==> config.mk <==
export PLATFORM = sky130hd
export DESIGN_NAME = alu_share_arbiter
export DESIGN_NICKNAME = d
export VERILOG_FILES = /design/src/rtl/alu_share_arbiter.sv
export SDC_FILE = /design/constraint.sdc
export NUM_CORES = 1
export LEC_CHECK = 0
export BUFFER_PORTS_ARGS = -buffer_cell sky130_fd_sc_hd__buf_4
export CORE_MARGIN = 8
export CORE_UTILIZATION = 30
export CTS_CLUSTER_DIAMETER = 200
export CTS_CLUSTER_SIZE = 40
export DETAILED_ROUTE_END_ITERATION = 8
export RECOVER_POWER = 25
export SLEW_MARGIN = 20
export SYNTH_ARGS = -nofsm -noshare
export SYNTH_HDL_FRONTEND = slang
export SYNTH_SLANG_ARGS = --single-unit
==> constraint.sdc <==
create_clock -name clk -period 3.1 [get_ports clk]
set_clock_uncertainty 0.15 [all_clocks]
set_input_delay 0.31 -clock clk [delete_from_list [all_inputs] [get_ports clk]]
set_output_delay 0.31 -clock clk [all_outputs]
set_load 0.02 [all_outputs]
==> src/rtl/alu_share_arbiter.sv <==
// ---------------------------------------------------------------------------
// alu_share_arbiter
// Shares one combinational ALU between two requesters (r0: main datapath,
// r1: auxiliary unit). A round-robin arbiter picks a winner in IDLE, the
// winner's control/operands are latched into the op registers, which drive
// the ALU for one EXEC cycle. The ALU result is registered and returned to
// the owner over a valid/ready response handshake. Only one op is in flight,
// so each op takes at least three cycles (IDLE -> EXEC -> RESP).
//
// Optional feature macro: ALU_ARB_OPCHK_EN
//   When defined, an accepted op whose control is not one of
//   {AND=0, OR=1, ADD=2, SUB=6, SLT=7, NOR=12} is rejected. In that case the
//   op registers are left untouched, EXEC is skipped and the response carries
//   rsp_err=1, rsp_data=0, rsp_zero=1. When undefined, every control value
//   goes to the ALU and rsp_err is always 0.
//
// Ports
//   clk, rst_n            clock, synchronous active-low reset
//   rN_valid/ready        requester N op handshake (ready is combinational,
//                         high only in IDLE for the granted requester)
//   rN_ctl, rN_a, rN_b    requester N ALU control and operands
//   rsp_valid/ready       response handshake to the owning requester
//   rsp_id                owner of the response (0/1)
//   rsp_data, rsp_zero    registered ALU result and zero flag
//   rsp_err               op rejected (only with ALU_ARB_OPCHK_EN)
//   alu_ctl, alu_a, alu_b op registers driving the shared ALU
//   alu_out, alu_zero     shared ALU result and zero flag
// ---------------------------------------------------------------------------
module alu_share_arbiter #(
    parameter int WIDTH = 32,
    parameter int CTL_W = 4
) (
    input  logic             clk,
    input  logic             rst_n,
    input  logic             r0_valid,
    output logic             r0_ready,
    input  logic [CTL_W-1:0] r0_ctl,
    input  logic [WIDTH-1:0] r0_a,
    input  logic [WIDTH-1:0] r0_b,
    input  logic             r1_valid,
    output logic             r1_ready,
    input  logic [CTL_W-1:0] r1_ctl,
    input  logic [WIDTH-1:0] r1_a,
    input  logic [WIDTH-1:0] r1_b,
    output logic             rsp_valid,
    output logic             rsp_id,
    input  logic             rsp_ready,
    output logic [WIDTH-1:0] rsp_data,
    output logic             rsp_zero,
    output logic             rsp_err,
    output logic [CTL_W-1:0] alu_ctl,
    output logic [WIDTH-1:0] alu_a,
    output logic [WIDTH-1:0] alu_b,
    input  logic [WIDTH-1:0] alu_out,
    input  logic             alu_zero
);

    typedef enum logic [1:0] {
        ST_IDLE = 2'd0,
        ST_EXEC = 2'd1,
        ST_RESP = 2'd2
    } state_e;

    state_e           state_q,      state_d;
    logic [CTL_W-1:0] op_ctl_q,     op_ctl_d;
    logic [WIDTH-1:0] op_a_q,       op_a_d;
    logic [WIDTH-1:0] op_b_q,       op_b_d;
    logic             last_grant_q, last_grant_d;
    logic             rsp_valid_q,  rsp_valid_d;
    logic             rsp_id_q,     rsp_id_d;
    logic [WIDTH-1:0] rsp_data_q,   rsp_data_d;
    logic             rsp_zero_q,   rsp_zero_d;
    logic             rsp_err_q,    rsp_err_d;

    logic             grant_vld_s;
    logic             grant_id_s;
    logic [CTL_W-1:0] sel_ctl_s;
    logic [WIDTH-1:0] sel_a_s;
    logic [WIDTH-1:0] sel_b_s;

`ifdef ALU_ARB_OPCHK_EN
    // Controls the shared ALU actually implements.
    function automatic logic ctl_legal(input logic [CTL_W-1:0] ctl);
        logic ok;
        case (ctl)
            CTL_W'(0), CTL_W'(1), CTL_W'(2),
            CTL_W'(6), CTL_W'(7), CTL_W'(12): ok = 1'b1;
            default:                          ok = 1'b0;
        endcase
        return ok;
    endfunction
`endif

    // Round-robin grant selection: on a tie the requester that did not win last time wins.
    always_comb begin
        grant_vld_s = r0_valid | r1_valid;
        if (r0_valid && r1_valid) begin
            grant_id_s = ~last_grant_q;
        end else if (r1_valid) begin
            grant_id_s = 1'b1;
        end else begin
            grant_id_s = 1'b0;
        end
        if (grant_id_s) begin
            sel_ctl_s = r1_ctl;
            sel_a_s   = r1_a;
            sel_b_s   = r1_b;
        end else begin
            sel_ctl_s = r0_ctl;
            sel_a_s   = r0_a;
            sel_b_s   = r0_b;
        end
    end

    // Next-state, op-register and response-register logic.
    always_comb begin
        state_d      = state_q;
        op_ctl_d     = op_ctl_q;
        op_a_d       = op_a_q;
        op_b_d       = op_b_q;
        last_grant_d = last_grant_q;
        rsp_valid_d  = rsp_valid_q;
        rsp_id_d     = rsp_id_q;
        rsp_data_d   = rsp_data_q;
        rsp_zero_d   = rsp_zero_q;
        rsp_err_d    = rsp_err_q;
        r0_ready     = 1'b0;
        r1_ready     = 1'b0;
        case (state_q)
            ST_IDLE: begin
                if (grant_vld_s) begin
                    r0_ready     = ~grant_id_s;
                    r1_ready     = grant_id_s;
                    last_grant_d = grant_id_s;
                    rsp_id_d     = grant_id_s;
`ifdef ALU_ARB_OPCHK_EN
                    if (ctl_legal(sel_ctl_s)) begin
                        op_ctl_d = sel_ctl_s;
                        op_a_d   = sel_a_s;
                        op_b_d   = sel_b_s;
                        state_d  = ST_EXEC;
                    end else begin
                        // Rejected op: answer straight away, ALU inputs untouched.
                        rsp_data_d  = '0;
                        rsp_zero_d  = 1'b1;
                        rsp_err_d   = 1'b1;
                        rsp_valid_d = 1'b1;
                        state_d     = ST_RESP;
                    end
`else
                    op_ctl_d = sel_ctl_s;
                    op_a_d   = sel_a_s;
                    op_b_d   = sel_b_s;
                    state_d  = ST_EXEC;
`endif
                end else begin
                    state_d = ST_IDLE;
                end
            end
            ST_EXEC: begin
                rsp_data_d  = alu_out;
                rsp_zero_d  = alu_zero;
                rsp_err_d   = 1'b0;
                rsp_valid_d = 1'b1;
                state_d     = ST_RESP;
            end
            ST_RESP: begin
                if (rsp_ready) begin
                    rsp_valid_d = 1'b0;
                    state_d     = ST_IDLE;
                end else begin
                    state_d = ST_RESP;
                end
            end
            default: begin
                state_d     = ST_IDLE;
                rsp_valid_d = 1'b0;
            end
        endcase
    end

    // State registers with synchronous active-low reset.
    always_ff @(posedge clk) begin
        if (!rst_n) begin
            state_q      <= ST_IDLE;
            op_ctl_q     <= '0;
            op_a_q       <= '0;
            op_b_q       <= '0;
            last_grant_q <= 1'b1;
            rsp_valid_q  <= 1'b0;
            rsp_id_q     <= 1'b0;
            rsp_data_q   <= '0;
            rsp_zero_q   <= 1'b0;
            rsp_err_q    <= 1'b0;
        end else begin
            state_q      <= state_d;
            op_ctl_q     <= op_ctl_d;
            op_a_q       <= op_a_d;
            op_b_q       <= op_b_d;
            last_grant_q <= last_grant_d;
            rsp_valid_q  <= rsp_valid_d;
            rsp_id_q     <= rsp_id_d;
            rsp_data_q   <= rsp_data_d;
            rsp_zero_q   <= rsp_zero_d;
            rsp_err_q    <= rsp_err_d;
        end
    end

    assign alu_ctl   = op_ctl_q;
    assign alu_a     = op_a_q;
    assign alu_b     = op_b_q;
    assign rsp_valid = rsp_valid_q;
    assign rsp_id    = rsp_id_q;
    assign rsp_data  = rsp_data_q;
    assign rsp_zero  = rsp_zero_q;
`ifdef ALU_ARB_OPCHK_EN
    assign rsp_err   = rsp_err_q;
`else
    assign rsp_err   = 1'b0;
`endif

endmodule

After elaboration in Yosys (flattened, before gate mapping). Index checks and enable logic that the tools add are counted.

Memories kept: 0. RAM bits: 0. Register bits after elaboration: 106. Bits in latches: 0. Input bits: 174. ROM bits: 0. Output and inout bits: 106. Logic and storage cells: 34.

Multiply operators: 0. $add $sub $neg: 0. Shifts and indexed selects: 0. Reductions and logical operators: 4. Equal/unequal tests: 3. Mux-type cells: 14. Order comparisons: 0. Divide/modulo/power cells: 0. Bitwise gates (word level): 4.

Operators with widths (number): 32-bit 2-to-1 mux (2); 1-bit 2-to-1 mux (8); 2-bit case mux with 3 select lines (1); 4-bit 2-to-1 mux (1); 2-bit AND reduction (2); 1-bit inverter (3); 1-bit case mux with 3 select lines (1); 2-bit by 1-bit == test with 1-bit output (second input constant) (1); 2-bit == test (second input constant) (1); 2-bit zero test (1); 2-bit 2-to-1 mux (1); 2-bit != test (second input constant) (1); 1-bit logical AND (1); 1-bit bitwise OR (1).

Depth between registers and ports, before layout. Gate-level depths: netlist (run 1).

Word-level depth: 5. Gate-level depth with buffers: 5. Mapped depth without buffers: 3.

Worst setup path after synthesis (run 1). No wires, ideal clock.

Path kind: reg2out. Start: register state_q[0]. End: output port r0_ready. Arrival time: 1.362 ns. Required time: 2.640 ns. Cell stages (with the launch flop): 5. Slack: 1.278 ns. Buffers on the path: 2. Cell sequence: dfxtp_1 or2_1 buf_2 buf_2 nor3_1.

Longest elaborated chain between the ends: 2.

RTL lines: from (decl) (RTL line 64) `state_e state_q, state_d;`; from (signal assigned) (RTL line 196) `state_q <= state_d;`; 2-bit zero test (RTL line 129) `case (state_q)`; 1-bit 2-to-1 mux (RTL line 129); to (decl) (RTL line 36) `output logic r0_ready,`.

No other way between the ends.

Worst setup path after layout (run 1).
Start: register state_q[0]. End: register op_a_q[25] (netlist: alu_a[25]).

Longest elaborated chain between the ends: 2.

RTL lines: 2-bit zero test (RTL line 129); 2-bit AND reduction (no source line); to (signal assigned) (RTL line 198) `op_a_q <= op_a_d;`; to (decl) (RTL line 66) `logic [WIDTH-1:0] op_a_q, op_a_d;`.

No other way between the ends. A chain may end at the register's enable or synchronous reset.

==> run summary, run 1 <==
Min-delay src = rst_n
Worst EP required = 3.21 ns
Xor/xnor cell area share of the yosys netlist = 0%
Final RePlAce weighted congestion = 0.791
Clk slew on worst S/H paths = 0.08 ns
Netlist cell types = 29
Element type at the critical path end = flip-flop
Synth Area in Compound Gates = 22.7%
Clk pwr share = 31.2%
Crit Path Category = reg -> reg
Detailed placement HPWL = 13200 um
CTS buffer count = 9
Worst path arrival time = 2.21 ns
Cell area power density = 541 nW/um^2
Area growth, synth to finish = 48.8%
Total routing usage reported by global routing = 17.4%
Die height = 139 um
Row Count = 45
Max Cap Violations = 0
Fillers = 1481
Status = finished, final reports clean
Die X = 139 um
CP Max Fanout = 42
Reg-to-reg slack, setup = 1.0 ns
Most used cell, CP = buf_4
Multi-input logic area = 2120 um^2
Final #Nets = 955
Largest net degree at the start of global routing = 56
CP max stage delay = 0.46 ns
Slew Viols, Final = 0
Hold depth = 2
Sequential share of power = 42.6%
Die area = 19400 um^2
Top-area cell type share of the netlist area = 46.6%
Register area = 2120 um^2
Setup TNS = 0 ns
Grt ovf = 0
Clk_lat worst skew = 0.34 ns
Rel. slew slack = 37.5%
Initial antenna violation count = 0
Diodes inserted = 0
Total number of vias = 5147
Crit share post-route = 67.8%
Cell Int Power = 2500 uW
Worst Hold Endpoint = last_grant_q
Seq cells post-synth = 106
Post-CTS Hold Fix Bufs = 0
Synthesized area = 4550 um^2
I/O pins = 280
Clk sinks = 106
NetSw = 1160 uW
Router iterations before antenna repair = 4
Port bufs = 278
Post-Synthesis Cells = 545
Comb pwr share = 26.2%
Worst Reg-to-Reg Cells = 5
Syn Area/Cell = 8.35 um^2
Fin. Hold Viols = 0
Max Buffers Root-to-Sink = 2
Maximum VDD drop = 0.000241 V
Starting Density = 30.3%
Worst-margin pin slew = 0.937 ns
Setup Buffers After CTS = 0
H-tree depth = 3
RR Startpoint = state_q[0]
Detail Route Antenna Nets = 0
Leakage = 0.00277 uW
DRT Wirelength = 17800 um
Post-CTS sizing = 0
Syn nets = 719
Fin crit period = 2.10 ns
Synth Area in Simple Gates = 18.6%
Worst path slowest cell = dfxtp_1
Layout cells sized above 1 = 34.1%
Endpoints failing setup = 0
First-pass GRT wire length = 27300 um
CP startpoint kind = flip-flop
Drc violations = 0
Worst R2R End = alu_a[25]
Synth Area in Adders = 0%
Final core utilization = 45.1%
RSZ-0062 raised after global routing = no
Combinational family with the most area after synthesis = compound AO/OA/AOI/OAI gates
Routed WL per cell = 18.2 um
Hold Crit Class = in -> reg
Post-synthesis mux area share = 4.62%
Initial DRC Count = 311
Yosys warning count = 0
Post-DR vias/cell = 5.28
Clock root cell = clkbuf_16
Critical-path cell list = or2_1, buf_4, nor2_1, buf_4, a211oi_1
Achievable Freq = 475 MHz
Sw Ratio = 31.7%
Sequential area share after synthesis = 46.6%
Synth area leaders = dfxtp_1, a31oi_1, nand4_1
CTS tree = done
Post-synth top area cell = dfxtp_1
CORE AREA = 15000 um^2
Vias in the first global route = 5214
[power by group through the flow]
stage | Sequential (uW) | Combinational, uW | Clock, uW
after detailed placement | 1590 | 1010 | 0
after floorplan | 1730 | 406 | 0
after global routing | 1580 | 1040 | 1230
after global placement | 1590 | 1000 | 0
after CTS | 1560 | 1010 | 1170
final | 1560 | 960 | 1140
[per-stage QoR]
step                      std cells  hold slack (ns)  worst slack (ns)  power, uW  cell area [um^2]
after floorplan                 545            0.232              1.28       2130              4550
after global placement          958            0.292             0.870       2590              6660
after detailed placement        958            0.297             0.818       2610              6660
after CTS                       974           0.0126             0.990       3750              6960
after global routing            974           0.0294             0.819       3840              6770
final                           974           0.0329             0.997       3660              6770
[cell usage in the layout (no fill, tap or decap), types with 2 or more instances in the layout]
master | netlist | final
nor2_4 | 0 | 2
clkbuf_16 | 0 | 9
o21ai_0 | 50 | 50
a211oi_1 | 15 | 15
dfxtp_1 | 106 | 106
nand4_1 | 47 | 47
nand3_1 | 48 | 48
nand2_1 | 67 | 67
mux2i_1 | 21 | 21
clkinv_4 | 0 | 2
nor3_1 | 2 | 2
clkbuf_1 | 29 | 51
a31oi_1 | 47 | 47
a21oi_1 | 56 | 56
nor2_1 | 4 | 3
a211oi_2 | 6 | 6
buf_4 | 6 | 239
clkbuf_8 | 0 | 3
[registers in the layout (all words and copies together), names as in the netlist]
register and flops:
rsp_valid 1, alu_a 32, rsp_zero 1, alu_b 32
rsp_data 32, state_q 2, last_grant_q 1, alu_ctl 4
rsp_id 1
[Yosys cell counts]
master,n
a211oi_1,15
a211oi_2,6
a21boi_2,1
a21oi_1,56
a31oi_1,47
buf_1,3
buf_2,20
buf_4,6
buf_6,1
buf_8,2
clkbuf_1,29
clkbuf_2,4
conb_1,1
dfxtp_1,106
inv_1,1
inv_2,1
mux2i_1,21
nand2_1,67
nand2b_1,2
nand3_1,48
nand4_1,47
nor2_1,4
nor2_2,1
nor2b_1,1
nor3_1,2
o211a_1,1
o21ai_0,50
or2_1,1
or2_2,1
[critical path: cells and delay by family, from the launching register on]
| kind | cells | cell delay (ns) |
|---|---|---|
| AND/OR/NAND/NOR | 2 | 0.47 |
| AO/OA/AOI/OAI | 1 | 0.24 |
| buffers and inverters | 2 | 0.67 |
| flip-flops | 1 | 0.46 |
[area by class of cell]
type | instances | area share, %
inverter | 2 | 0.129
clock inverter | 4 | 0.499
clock buffer | 12 | 3.93
sequential | 106 | 31.3
timing repair buffer | 290 | 29.3
tap | 188 | 3.47
multi-input combinational | 372 | 31.3
[per-layer routing]
| metal | up-vias | GRT usage, % | share of wire (%) |
|---|---|---|---|
| li1 | 2478 | - | - |
| met1 | 2399 | 20.2 | 42 |
| met2 | 249 | 29.3 | 48 |
| met3 | 21 | 5.54 | 8.3 |
| met4 | 0 | 6.47 | 1.8 |
| met5 | - | 0 | 0 |
[how the worst max path moves through the flow]
stage	slack (ns)	cells past startpoint	endpoint	from
global route	0.82	5	alu_a[29]	state_q[0]
global placement	0.87	5	alu_a[23]	r0_valid
detailed placement	0.82	5	alu_a[29]	r0_valid
finish	1.0	5	alu_a[25]	state_q[0]
CTS	0.99	5	alu_a[29]	state_q[0]
floorplan	1.28	4	r0_ready	state_q[0]
[logic make-up after synthesis]
kind of cell | after synthesis
buf+inv | 67
other cells | 1
compound gates | 176
flops | 106
simple gates | 174
mux | 21
No activity file was read; power rests on OpenSTA's default activity.
==> run 2, diff against run 1 <==
==> constraint.sdc (replaced) <==
create_clock -name clk -period 1.81 [get_ports clk]
set_clock_uncertainty 0.15 [all_clocks]
set_input_delay 0.181 -clock clk [delete_from_list [all_inputs] [get_ports clk]]
set_output_delay 0.181 -clock clk [all_outputs]
set_load 0.02 [all_outputs]
==> run 2 against run 1 <==
Global-route usage is 2.3 points higher. Register-to-register slack worse by 0.80 ns. Largest power group unchanged. Hold slack worse by 0.016 ns. Power is 79% higher. Design area is 22% higher.
==> run summary, run 2 (synthesis results as in run 1) <==
CP Max Fanout = 7
First-pass GRT wire length = 31000 um
Cell area power density = 797 nW/um^2
Layout cells sized above 1 = 30.6%
Detailed placement HPWL = 13000 um
Multi-input logic area = 2130 um^2
Fin crit period = 1.71 ns
Pwr Total = 6570 uW
Element type at the critical path end = output port
Die area = 19400 um^2
Total number of vias = 5698
Router iterations before antenna repair = 7
Clk slew on worst S/H paths = 0.07 ns
I/O pins = 280
Initial DRC Count = 324
Most frequent cells in the layout = buf_4, dlygate4sd3_1, dfxtp_1
Status = finished, final reports clean
Worst path arrival time = 1.38 ns
Register area = 2120 um^2
Achievable Freq = 585 MHz
Total routing usage reported by global routing = 19.7%
Clk_lat worst skew = 0.34 ns
Port bufs = 278
Setup TNS = 0 ns
Final #Nets = 1093
Maximum VDD drop = 0.000547 V
Grt ovf = 0
CTS buffer count = 9
Max Cap Violations = 0
RSZ-0062 raised after global routing = no
Clock root cell = clkbuf_16
Worst path slowest cell = dfxtp_1
Max Buffers Root-to-Sink = 2
Initial antenna violation count = 1
DRT Wirelength = 19900 um
Detail Route Antenna Nets = 0
H-tree depth = 3
Rel. slew slack = 64.3%
Worst EP required = 1.48 ns
Slew Viols, Final = 0
Critical-path cell list = buf_4, nor2_4, buf_6, nand2_2, inv_1, buf_4
Largest net degree at the start of global routing = 95
Area growth, synth to finish = 81.1%
Hold Crit Class = in -> reg
Fillers = 1315
Row Count = 45
Die height = 139 um
Worst-margin pin slew = 0.536 ns
Post-DR vias/cell = 5.12
CP startpoint kind = flip-flop
Leakage = 0.00340 uW
Crit share post-route = 94.4%
Routed WL per cell = 17.9 um
Die X = 139 um
CTS tree = done
Commonest non-fill, non-tap cell in the layout = buf_4
Clk sinks = 106
Drc violations = 0
Endpoints failing setup = 0
CP max stage delay = 0.31 ns
Final RePlAce weighted congestion = 0.765
Most used cell, CP = buf_4
Starting Density = 30.3%
Crit Path Category = reg -> out
Vias in the first global route = 5963
CORE AREA = 15000 um^2
Fin. Hold Viols = 0
==> run 2: cell types whose count changed in the layout (fill, tap and decap cells not counted), moves of 2 or more <==
| cell | before | now |
|---|---|---|
| clkinv_2 | 1 | 3 |
| dlygate4sd3_1 | 0 | 126 |
| clkbuf_8 | 3 | 0 |
| buf_4 | 239 | 241 |
| buf_12 | 0 | 6 |
==> run 2: worst paths after layout <==
path / from / to / slack, ns / depth (start not counted)
setup / recovery: state_q[0] / r1_ready / 0.10 / 6
hold / removal: r0_a[10] / alu_a[10] / 0.02 / 3
setup reg to reg: last_grant_q / alu_a[20] / 0.20 / 5
hold reg to reg: rsp_data[25] / rsp_data[25] / 0.31 / 2
==> run 2: timing repair <==
item / 4_1_cts / 5_1_grt
pin swaps: 1 / 1
endpoints found under the setup margin: 2 / 2
gates cloned: 1 / 1
hold buffers: 126 / 0
setup buffers: 2 / 1
resized for setup: 5 / 1
hold endpoints to repair: 82 / 0
==> run 2: layer usage <==
metal | share of wire (%) | track usage, %
met3 | 7.5 | 6.44
met4 | 3.4 | 9.99
met2 | 48 | 33.3
met1 | 41 | 21.7
met5 | 0 | 0
==> run 2: final cells by class <==
class	instances	area share, %
sequential	106	25.8
clock buffer	10	2.78
timing repair buffer	428	41.9
clock inverter	5	0.683
inverter	2	0.106
multi-input combinational	372	25.8
antenna	1	0.0304
tap	188	2.85
==> run 2: worst max-delay path, delay by kind of cell (launching register included) <==
kind | cells | cell delay [ns]
simple gates | 2 | 0.23
buf+inv | 4 | 0.49
flops | 1 | 0.31
==> run 2: metrics by stage <==
| step | hold slack [ns] | instance area [um^2] | util [%] | setup slack (ns) | cells |
|---|---|---|---|---|---|
| global route | 0.0279 | 8240 | 54.8 | 0.0115 | 1112 |
| CTS | 0.00392 | 8400 | 55.9 | 0.00309 | 1109 |
| floorplan | 0.103 | 4550 | - | 0.117 | 545 |
| detailed placement | 0.257 | 6790 | 45.2 | 0.185 | 965 |
| global placement | 0.259 | 6790 | 45.2 | 0.211 | 965 |
| finish | 0.0174 | 8240 | 54.8 | 0.101 | 1112 |
==> run 2: power breakdown <==
group / internal, uW / switching [uW] / total, uW
clock network: 1060 / 845 / 1910
logic: 930 / 1070 / 2000
registers: 2550 / 116 / 2670
total: 4550 / 2030 / 6570
